--- config.mk ---
export PLATFORM = sky130hd
export DESIGN_NAME = dffnre_wr_arbiter_flat
export DESIGN_NICKNAME = d
export VERILOG_FILES = /design/src/rtl/dffnre_wr_arbiter_pkg.sv /design/src/rtl/dffnre_wr_arbiter_if.sv /design/src/rtl/dffnre_wr_arbiter_rr_pick.sv /design/src/rtl/dffnre_wr_arbiter.sv /design/src/flat_wrapper.sv
export SDC_FILE = /design/constraint.sdc
export NUM_CORES = 1
export LEC_CHECK = 0
export CORE_MARGIN = 8
export CORE_UTILIZATION = 25
export CTS_BUF_LIST = sky130_fd_sc_hd__clkbuf_8
export CTS_CLUSTER_DIAMETER = 80
export CTS_CLUSTER_SIZE = 40
export DETAILED_ROUTE_END_ITERATION = 12
export HOLD_SLACK_MARGIN = 0.03
export SLEW_MARGIN = 40
export SYNTH_ARGS = -nofsm -noshare
export SYNTH_HDL_FRONTEND = slang
export SYNTH_SLANG_ARGS = --single-unit
--- constraint.sdc ---
create_clock -name C -period 2 [get_ports C]
set_input_delay 0.3 -clock C [delete_from_list [all_inputs] [get_ports C]]
set_output_delay 0.3 -clock C [all_outputs]
set_load 0.1 [all_outputs]
--- src/rtl/dffnre_wr_arbiter_pkg.sv ---
// Shared types and sizing helpers for the DFFNRE bank write arbiter.
package dffnre_arb_pkg;

  typedef enum logic [1:0] {
    IDLE  = 2'd0,
    GRANT = 2'd1,
    COOL  = 2'd2
  } arb_state_e;

  localparam int unsigned CNT_W       = 4;
  localparam int unsigned NUM_REQ_DEF = 4;
  localparam int unsigned IDX_W       = $clog2(NUM_REQ_DEF);

  function automatic int unsigned idx_width(input int unsigned n);
    return (n < 2) ? 1 : $clog2(n);
  endfunction

endpackage

--- src/rtl/dffnre_wr_arbiter_if.sv ---
// Requester/bank-side bus of the write arbiter; slave = arbiter, master = requester logic.
interface dffnre_wr_arbiter_if
  import dffnre_arb_pkg::*;
#(
  parameter int unsigned NUM_REQ    = 4,
  parameter int unsigned DATA_WIDTH = 8
);
  localparam int unsigned GID_W = idx_width(NUM_REQ);

  logic [NUM_REQ-1:0]            REQ;
  logic [NUM_REQ*DATA_WIDTH-1:0] REQ_DATA;
  logic [NUM_REQ-1:0]            GNT;
  logic [NUM_REQ-1:0]            ACK;
  logic                          E;
  logic [DATA_WIDTH-1:0]         D;
  logic [GID_W-1:0]              GNT_ID;
  logic                          BUSY;

  modport master (
    output REQ, REQ_DATA,
    input  GNT, ACK, E, D, GNT_ID, BUSY
  );

  modport slave (
    input  REQ, REQ_DATA,
    output GNT, ACK, E, D, GNT_ID, BUSY
  );

endinterface

--- src/rtl/dffnre_wr_arbiter_rr_pick.sv ---
// Combinational round-robin picker: first set request at or after i_ptr, wrapping.
module rr_pick #(
  parameter int unsigned NUM_REQ = 4,
  parameter int unsigned IDX_W   = 2
) (
  input  logic [NUM_REQ-1:0] i_req,
  input  logic [IDX_W-1:0]   i_ptr,
  output logic [IDX_W-1:0]   o_sel,
  output logic               o_valid
);

  logic [IDX_W:0] w_pos;

  always_comb begin
    o_sel   = '0;
    o_valid = 1'b0;
    w_pos   = '0;
    for (int unsigned i = 0; i < NUM_REQ; i++) begin
      w_pos = {1'b0, i_ptr} + (IDX_W+1)'(i);
      if (w_pos >= (IDX_W+1)'(NUM_REQ)) begin
        w_pos = w_pos - (IDX_W+1)'(NUM_REQ);
      end
      if (!o_valid && i_req[w_pos[IDX_W-1:0]]) begin
        o_valid = 1'b1;
        o_sel   = w_pos[IDX_W-1:0];
      end
    end
  end

endmodule

--- src/rtl/dffnre_wr_arbiter.sv ---
// Round-robin, burst-limited write arbiter driving E/D of a negedge-capture DFFNRE bank.
module dffnre_wr_arbiter
  import dffnre_arb_pkg::*;
#(
  parameter int unsigned NUM_REQ    = 4,
  parameter int unsigned DATA_WIDTH = 8,
  parameter int unsigned MAX_BURST  = 4
) (
  input  logic                C,
  input  logic                R,
  dffnre_wr_arbiter_if.slave  bus
);

  localparam int unsigned IW = idx_width(NUM_REQ);

  arb_state_e            r_state;
  logic [NUM_REQ-1:0]    r_gnt;
  logic [NUM_REQ-1:0]    r_ack;
  logic                  r_e;
  logic [DATA_WIDTH-1:0] r_d;
  logic [IW-1:0]         r_gnt_id;
  logic [IW-1:0]         r_ptr;
  logic [CNT_W-1:0]      r_cnt;
  logic                  r_busy;

  logic [IW-1:0]         w_sel;
  logic                  w_sel_vld;
  logic [NUM_REQ-1:0]    w_sel_oh;
  logic [NUM_REQ-1:0]    w_owner_oh;
  logic                  w_cont;
  logic [IW-1:0]         w_next_ptr;
  logic [DATA_WIDTH-1:0] w_slot [NUM_REQ];

  rr_pick #(
    .NUM_REQ (NUM_REQ),
    .IDX_W   (IW)
  ) u_pick (
    .i_req   (bus.REQ),
    .i_ptr   (r_ptr),
    .o_sel   (w_sel),
    .o_valid (w_sel_vld)
  );

  always_comb begin
    for (int unsigned i = 0; i < NUM_REQ; i++) begin
      w_slot[i] = bus.REQ_DATA[i*DATA_WIDTH +: DATA_WIDTH];
    end
  end

  assign w_sel_oh   = NUM_REQ'(1) << w_sel;
  assign w_owner_oh = NUM_REQ'(1) << r_gnt_id;
  assign w_cont     = (r_state == GRANT) && bus.REQ[r_gnt_id] &&
                      (r_cnt < CNT_W'(MAX_BURST));
  assign w_next_ptr = (r_gnt_id == IW'(NUM_REQ-1)) ? '0 : r_gnt_id + IW'(1);

  // IDLE and COOL arbitrate identically; COOL only exists to force one E=0 negedge.
  always_ff @(posedge C or negedge R) begin
    if (!R) begin
      r_state  <= IDLE;
      r_gnt    <= '0;
      r_ack    <= '0;
      r_e      <= 1'b0;
      r_d      <= '0;
      r_gnt_id <= '0;
      r_ptr    <= '0;
      r_cnt    <= '0;
      r_busy   <= 1'b0;
    end else begin
      case (r_state)
        IDLE, COOL: begin
          if (w_sel_vld) begin
            r_state  <= GRANT;
            r_gnt    <= w_sel_oh;
            r_ack    <= w_sel_oh;
            r_e      <= 1'b1;
            r_d      <= w_slot[w_sel];
            r_gnt_id <= w_sel;
            r_busy   <= 1'b1;
            r_cnt    <= CNT_W'(1);
          end else begin
            r_state <= IDLE;
            r_gnt   <= '0;
            r_ack   <= '0;
            r_e     <= 1'b0;
            r_busy  <= 1'b0;
          end
        end
        GRANT: begin
          if (w_cont) begin
            r_ack <= w_owner_oh;
            r_e   <= 1'b1;
            r_d   <= w_slot[r_gnt_id];
            r_cnt <= r_cnt + CNT_W'(1);
          end else begin
            r_state <= COOL;
            r_gnt   <= '0;
            r_ack   <= '0;
            r_e     <= 1'b0;
            r_busy  <= 1'b0;
            r_ptr   <= w_next_ptr;
          end
        end
        default: begin
          r_state <= IDLE;
          r_gnt   <= '0;
          r_ack   <= '0;
          r_e     <= 1'b0;
          r_busy  <= 1'b0;
        end
      endcase
    end
  end

  assign bus.GNT    = r_gnt;
  assign bus.ACK    = r_ack;
  assign bus.E      = r_e;
  assign bus.D      = r_d;
  assign bus.GNT_ID = r_gnt_id;
  assign bus.BUSY   = r_busy;

endmodule

--- src/flat_wrapper.sv ---
// flat-port wrapper written by rule: the top's interface ports become plain ports
module dffnre_wr_arbiter_flat import dffnre_arb_pkg::*;
#(
  parameter int unsigned NUM_REQ    = 4,
  parameter int unsigned DATA_WIDTH = 8,
  parameter int unsigned MAX_BURST  = 4
)
  (C, R, bus_REQ, bus_REQ_DATA, bus_GNT, bus_ACK, bus_E, bus_D, bus_GNT_ID, bus_BUSY);
  dffnre_wr_arbiter_if #(.NUM_REQ(NUM_REQ), .DATA_WIDTH(DATA_WIDTH)) bus_i ();
  input  logic C;
  input  logic R;
  input wire logic [$bits(bus_i.REQ)-1:0] bus_REQ;
  input wire logic [$bits(bus_i.REQ_DATA)-1:0] bus_REQ_DATA;
  output wire logic [$bits(bus_i.GNT)-1:0] bus_GNT;
  output wire logic [$bits(bus_i.ACK)-1:0] bus_ACK;
  output wire logic [$bits(bus_i.E)-1:0] bus_E;
  output wire logic [$bits(bus_i.D)-1:0] bus_D;
  output wire logic [$bits(bus_i.GNT_ID)-1:0] bus_GNT_ID;
  output wire logic [$bits(bus_i.BUSY)-1:0] bus_BUSY;
  assign bus_i.REQ = bus_REQ;
  assign bus_i.REQ_DATA = bus_REQ_DATA;
  assign bus_GNT = bus_i.GNT;
  assign bus_ACK = bus_i.ACK;
  assign bus_E = bus_i.E;
  assign bus_D = bus_i.D;
  assign bus_GNT_ID = bus_i.GNT_ID;
  assign bus_BUSY = bus_i.BUSY;
  dffnre_wr_arbiter #(.NUM_REQ(NUM_REQ), .DATA_WIDTH(DATA_WIDTH), .MAX_BURST(MAX_BURST)) u_core (.C(C), .R(R), .bus(bus_i));
endmodule
* Yosys cells after proc, flatten, opt, wreduce, memory -nomap -nowiden *
Index checks and enable logic that the tools add are counted.

operators by class
  $add $sub $neg = 9
  $lt $le $gt $ge = 12
  eq/ne operators = 6
  shift-type cells = 2
  mux-type cells = 48
  bitwise logic cells = 3
  reduce and logical (&&, ||, !) cells = 14

operators with widths
  kind                                                               number
  two-way mux 8 bit                                                  6
  binary-select mux 8 bit (select 2 bit)                             2
  one-hot mux 4 bit (2 select lines)                                 3
  two-way mux 2 bit                                                  10
  two-way mux 4 bit                                                  5
  one-hot mux 8 bit (2 select lines)                                 1
  greater-or-equal comparator 3 bit, second input constant           5
  < comparator 2 x 3 -> 1 bit, second input constant                 5
  two-way mux 1 bit                                                  13
  binary-select mux 1 bit (select 2 bit)                             5
  << shifter 1 x 2 -> 4 bit, first input constant                    2
  subtractor 2 x 1 -> 2 bit, second input constant                   4
  adder 2 x 2 -> 3 bit, second input constant                        2
  NOT 2 -> 3 bit                                                     2
  logical AND 1 bit                                                  5
  adder 4 x 1 -> 4 bit, second input constant                        1
  equality test 2 bit, second input constant                         2
  < comparator 4 x 3 -> 1 bit, second input constant                 1
  != test 2 bit, second input constant                               2
  one-hot mux 1 bit (2 select lines)                                 2
  one-hot mux 2 bit (2 select lines)                                 1
  AND reduction 2 bit                                                2
  adder 2 x 1 -> 3 bit, second input constant                        1
  greater-or-equal comparator 2 x 3 -> 1 bit, second input constant  1
  other kinds (9)                                                    11

word-level totals
  bits in registers = 28

* Logic depth before layout (Yosys ltp) *
  word-level depth = 20
  depth in mapped cells = 8
  depth with buffers taken out = 5

* Hierarchy *
A second synthesis with hierarchy kept.

unflattened totals
  cells, all modules = 122
  area, all modules = 1686.6 µm²

by module, submodules not included
  module             instances  cells an instance  area an instance (µm²)
  dffnre_wr_arbiter  1          107                1609.0
  rr_pick            1          15                 77.6

* Worst setup path after synthesis *
No wires, ideal clock.

  kind = register to register
  start point = reg u_core.r_gnt_id[0], in the netlist u_core.bus.GNT_ID[0]
  end point = reg u_core.r_ptr[0]
  setup time = 0.128 ns
  data arrival time = 2.402 ns
  setup slack = -0.530 ns
  stages on the path, launching flop included = 6
  cells stage by stage = dfrtp_1 mux4_2 and3_1 buf_6 nor3_4 mux2_1

on the way
  longest elaborated chain between the ends = 6

ends and longest elaborated chain
  what                                     line                      text
  start, declared                          dffnre_wr_arbiter.sv:21   logic [IW-1:0] r_gnt_id;
  start signal, assigned                   dffnre_wr_arbiter.sv:77   r_gnt_id <= w_sel;
  binary-select mux 1 bit (select 2 bit)   dffnre_wr_arbiter.sv:52   assign w_cont = (r_state == GRANT) && bus.REQ[r_gnt_id] &&
  two-way mux 1 bit (implied by the code)  dffnre_wr_arbiter.sv:52
  logical AND 1 bit (2 in series)          dffnre_wr_arbiter.sv:52
  NOT 1 bit (no source line)               -
  AND reduction 2 bit (no source line)     -
  end signal, assigned                     dffnre_wr_arbiter.sv:100  r_ptr <= w_next_ptr;
  end, declared                            dffnre_wr_arbiter.sv:22   logic [IW-1:0] r_ptr;

Parallel ways exist; a longest one is shown, timed or not. The select of a mux whose other input is x is not followed.
A chain may end at the register's enable or synchronous reset.

* Worst setup path in the final report *
  start point = in bus_REQ[1]
  end point = reg u_core.r_d[5], in the netlist u_core.bus.D[5]

on the way
  longest elaborated chain between the ends = 18

ends and longest elaborated chain
  what                                                   line                             text
  start, declared                                        flat_wrapper.sv:12               input wire logic [$bits(bus_i.REQ)-1:0] bus_REQ;
  binary-select mux 1 bit (select 2 bit)                 dffnre_wr_arbiter_rr_pick.sv:23  if (!o_valid && i_req[w_pos[IDX_W-1:0]]) begin
  two-way mux 1 bit (implied by the code)                dffnre_wr_arbiter_rr_pick.sv:23
  two-way mux 1 bit                                      dffnre_wr_arbiter_rr_pick.sv:23
  zero test 1 bit                                        dffnre_wr_arbiter_rr_pick.sv:23
  logical AND 1 bit                                      dffnre_wr_arbiter_rr_pick.sv:23
  two-way mux 1 bit                                      dffnre_wr_arbiter_rr_pick.sv:23
  zero test 1 bit                                        dffnre_wr_arbiter_rr_pick.sv:23
  logical AND 1 bit                                      dffnre_wr_arbiter_rr_pick.sv:23
  two-way mux 1 bit                                      dffnre_wr_arbiter_rr_pick.sv:23
  zero test 1 bit                                        dffnre_wr_arbiter_rr_pick.sv:23
  logical AND 1 bit                                      dffnre_wr_arbiter_rr_pick.sv:23
  two-way mux 2 bit                                      dffnre_wr_arbiter_rr_pick.sv:23
  NOT 2 -> 3 bit (implied by the code)                   dffnre_wr_arbiter.sv:76          r_d <= w_slot[w_sel];
  binary-select mux 8 bit (select 2 bit)                 dffnre_wr_arbiter.sv:76
  two-way mux 8 bit (implied by the code) (2 in series)  dffnre_wr_arbiter.sv:76
  two-way mux 8 bit                                      dffnre_wr_arbiter.sv:71          if (w_sel_vld) begin
  one-hot mux 8 bit (2 select lines)                     dffnre_wr_arbiter.sv:69          case (r_state)
  end signal, assigned                                   dffnre_wr_arbiter.sv:76
  end signal, assigned                                   dffnre_wr_arbiter.sv:92          r_d <= w_slot[r_gnt_id];
  end, declared                                          dffnre_wr_arbiter.sv:20          logic [DATA_WIDTH-1:0] r_d;

Parallel ways exist; a longest one is shown, timed or not. The select of a mux whose other input is x is not followed.

==> run_summary.xml <==
<?xml version="1.0" encoding="UTF-8"?>
<metrics>
  <group name="run_status">
    <metric name="run_status" unit="">complete, no violations</metric>
  </group>
  <group name="critical_path">
    <metric name="worst_ep_arrival_time" unit="ps">2080</metric>
    <metric name="total_number_of_cells_along_the_worst_setup_path" unit="">7</metric>
    <metric name="kind_of_cell_with_the_highest_combined_delay_on_the_critical_path" unit="">buffers and inverters</metric>
    <metric name="critical_path.slowest_cell" unit="">clkdlybuf4s50_1</metric>
    <metric name="r2r_setup_slack" unit="ps">170</metric>
    <metric name="critical_path.n_buffers_inverters" unit="">2</metric>
    <metric name="start_kind" unit="">input pin</metric>
    <metric name="critPathKind" unit="">input pin to flop</metric>
    <metric name="critical_path_peak_fanout" unit="">12</metric>
    <metric name="required_worst_endpoint" unit="ps">2150</metric>
    <metric name="ff2ff_path_depth" unit="">6</metric>
    <metric name="timing.rr.start" unit="">u_core.r_ptr[1]</metric>
    <metric name="critical_path.reg2reg.endpoint" unit="">u_core.bus.D[4]</metric>
    <metric name="path_cells" unit="">clkdlybuf4s50_1 -&gt; or2_4 -&gt; and4_4 -&gt; buf_4 -&gt; o21a_1 -&gt; o32ai_1 -&gt; o21ai_1</metric>
    <metric name="critPathMaxStageDelay" unit="ps">490</metric>
    <metric name="worst_setup_path_end_kind" unit="">flop</metric>
  </group>
  <group name="sta">
    <metric name="max_freq" unit="MHz">517</metric>
    <metric name="timing.final.hold_violations" unit="">0</metric>
    <metric name="worst-slew-pin-transition" unit="ps">395</metric>
    <metric name="finalMaxSlewViolations" unit="">0</metric>
    <metric name="fin_tns_setup" unit="ps">0</metric>
    <metric name="finalCritPeriodShare" unit="%">96.7</metric>
    <metric name="post-route-min-period" unit="ps">1930</metric>
    <metric name="relSlewSlack" unit="%">73.7</metric>
    <metric name="unrepaired_setup_endpoints_after_global_routing" unit="">no</metric>
    <metric name="finalSetupViolations" unit="">0</metric>
    <metric name="fin_skew" unit="ps">3.04</metric>
  </group>
  <group name="clock_tree">
    <metric name="clock-root-buffer" unit="">clkbuf_8</metric>
    <metric name="cts.path.max_buffers" unit="">2</metric>
    <metric name="cts.htree.levels" unit="">1</metric>
    <metric name="cts.reportedPaths.clkPinSlew" unit="ps">90</metric>
    <metric name="cts_inserted_buffers" unit="">3</metric>
    <metric name="cts_tree" unit="">built</metric>
    <metric name="cts.sink_count" unit="">28</metric>
    <metric name="cts_hold_buffers" unit="">0</metric>
    <metric name="clock_latency" unit="ps">270</metric>
    <metric name="post_cts_setup_repair_buffer_count" unit="">0</metric>
  </group>
  <group name="floorplanning">
    <metric name="floorplan_core_area" unit="mm2">0.00818</metric>
    <metric name="rows" unit="">33</metric>
    <metric name="io-pin-count" unit="">58</metric>
    <metric name="chipWidth" unit="um">108</metric>
    <metric name="die_area" unit="mm2">0.0116</metric>
    <metric name="initial_utilization" unit="%">25.7</metric>
    <metric name="die_height" unit="um">108</metric>
  </group>
  <group name="cells_and_area">
    <metric name="n_antenna_cell" unit="">0</metric>
    <metric name="synth_to_final_area_change" unit="%">39.5</metric>
    <metric name="final_core_util" unit="%">35.8</metric>
    <metric name="final_nets" unit="">327</metric>
    <metric name="drive_gt1_share" unit="%">25.9</metric>
    <metric name="fillers" unit="">845</metric>
    <metric name="postLayoutCellArea" unit="mm2">0.00293</metric>
  </group>
  <group name="global_route">
    <metric name="maximum_number_of_pins_on_one_net_before_global_route_repair" unit="">29</metric>
    <metric name="gr-usage-all-layers" unit="%">11.0</metric>
    <metric name="grt_pass1_wl" unit="mm">10.4</metric>
    <metric name="first_global_vias" unit="">1969</metric>
    <metric name="antenna_found_initial" unit="">0</metric>
    <metric name="gr_ovfl_total" unit="">0</metric>
  </group>
  <group name="synthesis">
    <metric name="syn_nets" unit="">259</metric>
    <metric name="fraction_of_the_yosys_area_taken_by_sequential_cells" unit="%">33.4</metric>
    <metric name="synthesis.yosys.warnings" unit="">0</metric>
    <metric name="ys_seq_elements" unit="">28</metric>
    <metric name="synth.largest_area_cell" unit="">dfrtp_1</metric>
    <metric name="synthesis.area_per_instance" unit="um2">9.73</metric>
    <metric name="async_flop_share" unit="%">100</metric>
    <metric name="ys_dominant_reg_cell" unit="">dfrtp_1</metric>
    <metric name="synth.lib_cells_used.distinct" unit="">34</metric>
    <metric name="yosys-top-cells-area" unit="">dfrtp_1 33%, mux4_2 9.6%, nor3b_1 5.7%</metric>
    <metric name="post-synth-top-area-fraction" unit="%">33.4</metric>
    <metric name="mappedNetlistArea" unit="mm2">0.00210</metric>
    <metric name="synth_cells" unit="">216</metric>
    <metric name="synth-edff-count" unit="">0</metric>
  </group>
  <group name="power">
    <metric name="finalPower" unit="uW">5320</metric>
    <metric name="worst_ir_drop_on_vdd" unit="V">0.000644</metric>
    <metric name="power.density" unit="mW/mm2">1820</metric>
    <metric name="power.leakage" unit="uW">0.00119</metric>
  </group>
  <group name="drt">
    <metric name="drt-vias-per-instance" unit="">5.20</metric>
    <metric name="wl_final" unit="mm">6.87</metric>
    <metric name="first_iter_violations" unit="">176</metric>
    <metric name="avgRoutedWirePerCell" unit="um">17.7</metric>
    <metric name="drt.antenna.violating_nets" unit="">0</metric>
    <metric name="post-route-drc-count" unit="">0</metric>
    <metric name="1st_pass_router_iterations" unit="">5</metric>
    <metric name="route.vias.total" unit="">2011</metric>
  </group>
  <group name="place">
    <metric name="place_congestion" unit="">0.810</metric>
    <metric name="total_cell_area_at_the_placement_stage" unit="mm2">0.00284</metric>
    <metric name="dp_hpwl" unit="mm">5.05</metric>
    <metric name="io_buffers" unit="">57</metric>
  </group>
  <group name="job">
    <metric name="drv.max_cap_violation_count" unit="">0</metric>
  </group>
  <group name="hold_path">
    <metric name="class_of_the_most_critical_hold_timing_path" unit="">input pin to async pin</metric>
  </group>
</metrics>
==> flip-flops by register name (all words and copies together) (netlist names) <==
name / count
u_core.bus.D: 8
u_core.bus.ACK: 4
u_core.bus.GNT: 4
u_core.r_cnt: 4
u_core.bus.GNT_ID: 2
u_core.r_ptr: 2
u_core.r_state: 2
u_core.bus.BUSY: 1
u_core.bus.E: 1
==> layer usage <==
metal / up-vias / share of wire (%) / track usage (%)
li1: 953 / - / -
met1: 982 / 46 / 15.5
met2: 68 / 48 / 16.8
met3: 8 / 5.2 / 1.68
met4: 0 / 1.6 / 3.27
met5: - / 0 / 0
==> where the power goes <==
part | switching (uW) | internal (uW) | leakage [uW]
combinational | 2660 | 1370 | 0.000819
sequential | 162 | 829 | 0.000347
clock | 165 | 135 | 0.0000216
total | 2980 | 2330 | 0.00119
==> cell families after synthesis <==
kind of cell	share of synthesized area [%]
compound gates	21.3
fa+ha+maj	2.98
buf+inv	8.70
flops	33.4
mux	10.2
simple gates	23.5
==> synthesized netlist by cell type (9+ instances only) <==
master and instances:
a21oi_1 12, dfrtp_1 28, mux4_2 9, nand2_1 15
nor2_1 15, nor2b_1 10, nor3b_1 16
==> layout by cell type (no fill, tap or decap), drive strengths merged, types with 4 or more instances in the layout <==
| master | synthesis | routed |
|---|---|---|
| buf | 16 | 45 |
| clkdlybuf4s50 | 0 | 36 |
| dfrtp | 28 | 28 |
| nor3b | 16 | 16 |
| nor2 | 15 | 15 |
| nand2 | 15 | 15 |
| a21oi | 13 | 13 |
| o21ai | 11 | 11 |
| nor2b | 10 | 10 |
| mux4 | 9 | 9 |
| inv | 8 | 8 |
| a32o | 8 | 8 |
| o21a | 8 | 8 |
| nand3 | 8 | 8 |
| nand4 | 8 | 8 |
| o221ai | 8 | 8 |
| o32ai | 8 | 8 |
| ha | 5 | 5 |
| and4 | 2 | 4 |
| nand2b | 4 | 4 |
==> through the flow <==
stage	setup WS [ps]	hold slack [ps]	std cells
2_1_floorplan	-95.0	4.41	216
3_3_place_gp	-149	469	382
3_5_place_dp	-188	470	382
4_1_cts	97.4	412	385
5_1_grt	11.3	420	387
6_report	66.5	397	387
==> timing repair <==
item	CTS	global route
setup endpoints to repair	0	3
endpoints found under the hold margin	0	0
gates resized for setup	0	7
==> cell type report <==
| class | count | area (um2) | area share, % |
|---|---|---|---|
| clock buffer | 3 | 41.3 | 1.41 |
| tap | 105 | 131 | 4.48 |
| timing repair buffer | 82 | 761 | 26.0 |
| sequential | 28 | 706 | 24.1 |
| multi-input combinational | 161 | 1260 | 43.0 |
| inverter | 8 | 30.0 | 1.02 |
==> worst reg2reg max path, cell delays in order, from the launching register on <==
cell	delay [ps]
dfrtp_1	470
buf_4	260
a21oi_2	50
or2_2	390
o32ai_1	330
buf_4	170
o21ai_1	50
==> how the worst max path moves through the flow <==
stage	from	end	slack (ps)
6_report	bus_REQ[1]	u_core.bus.D[5]	70
5_1_grt	bus_REQ[2]	u_core.bus.D[4]	10
3_3_place_gp	bus_REQ[0]	u_core.bus.D[3]	-150
4_1_cts	bus_REQ[2]	u_core.bus.D[2]	100
3_5_place_dp	bus_REQ[0]	u_core.bus.D[0]	-190
2_1_floorplan	u_core.bus.GNT_ID[0]	u_core.r_ptr[0]	-100
Power figures use the tool's default switching activity.
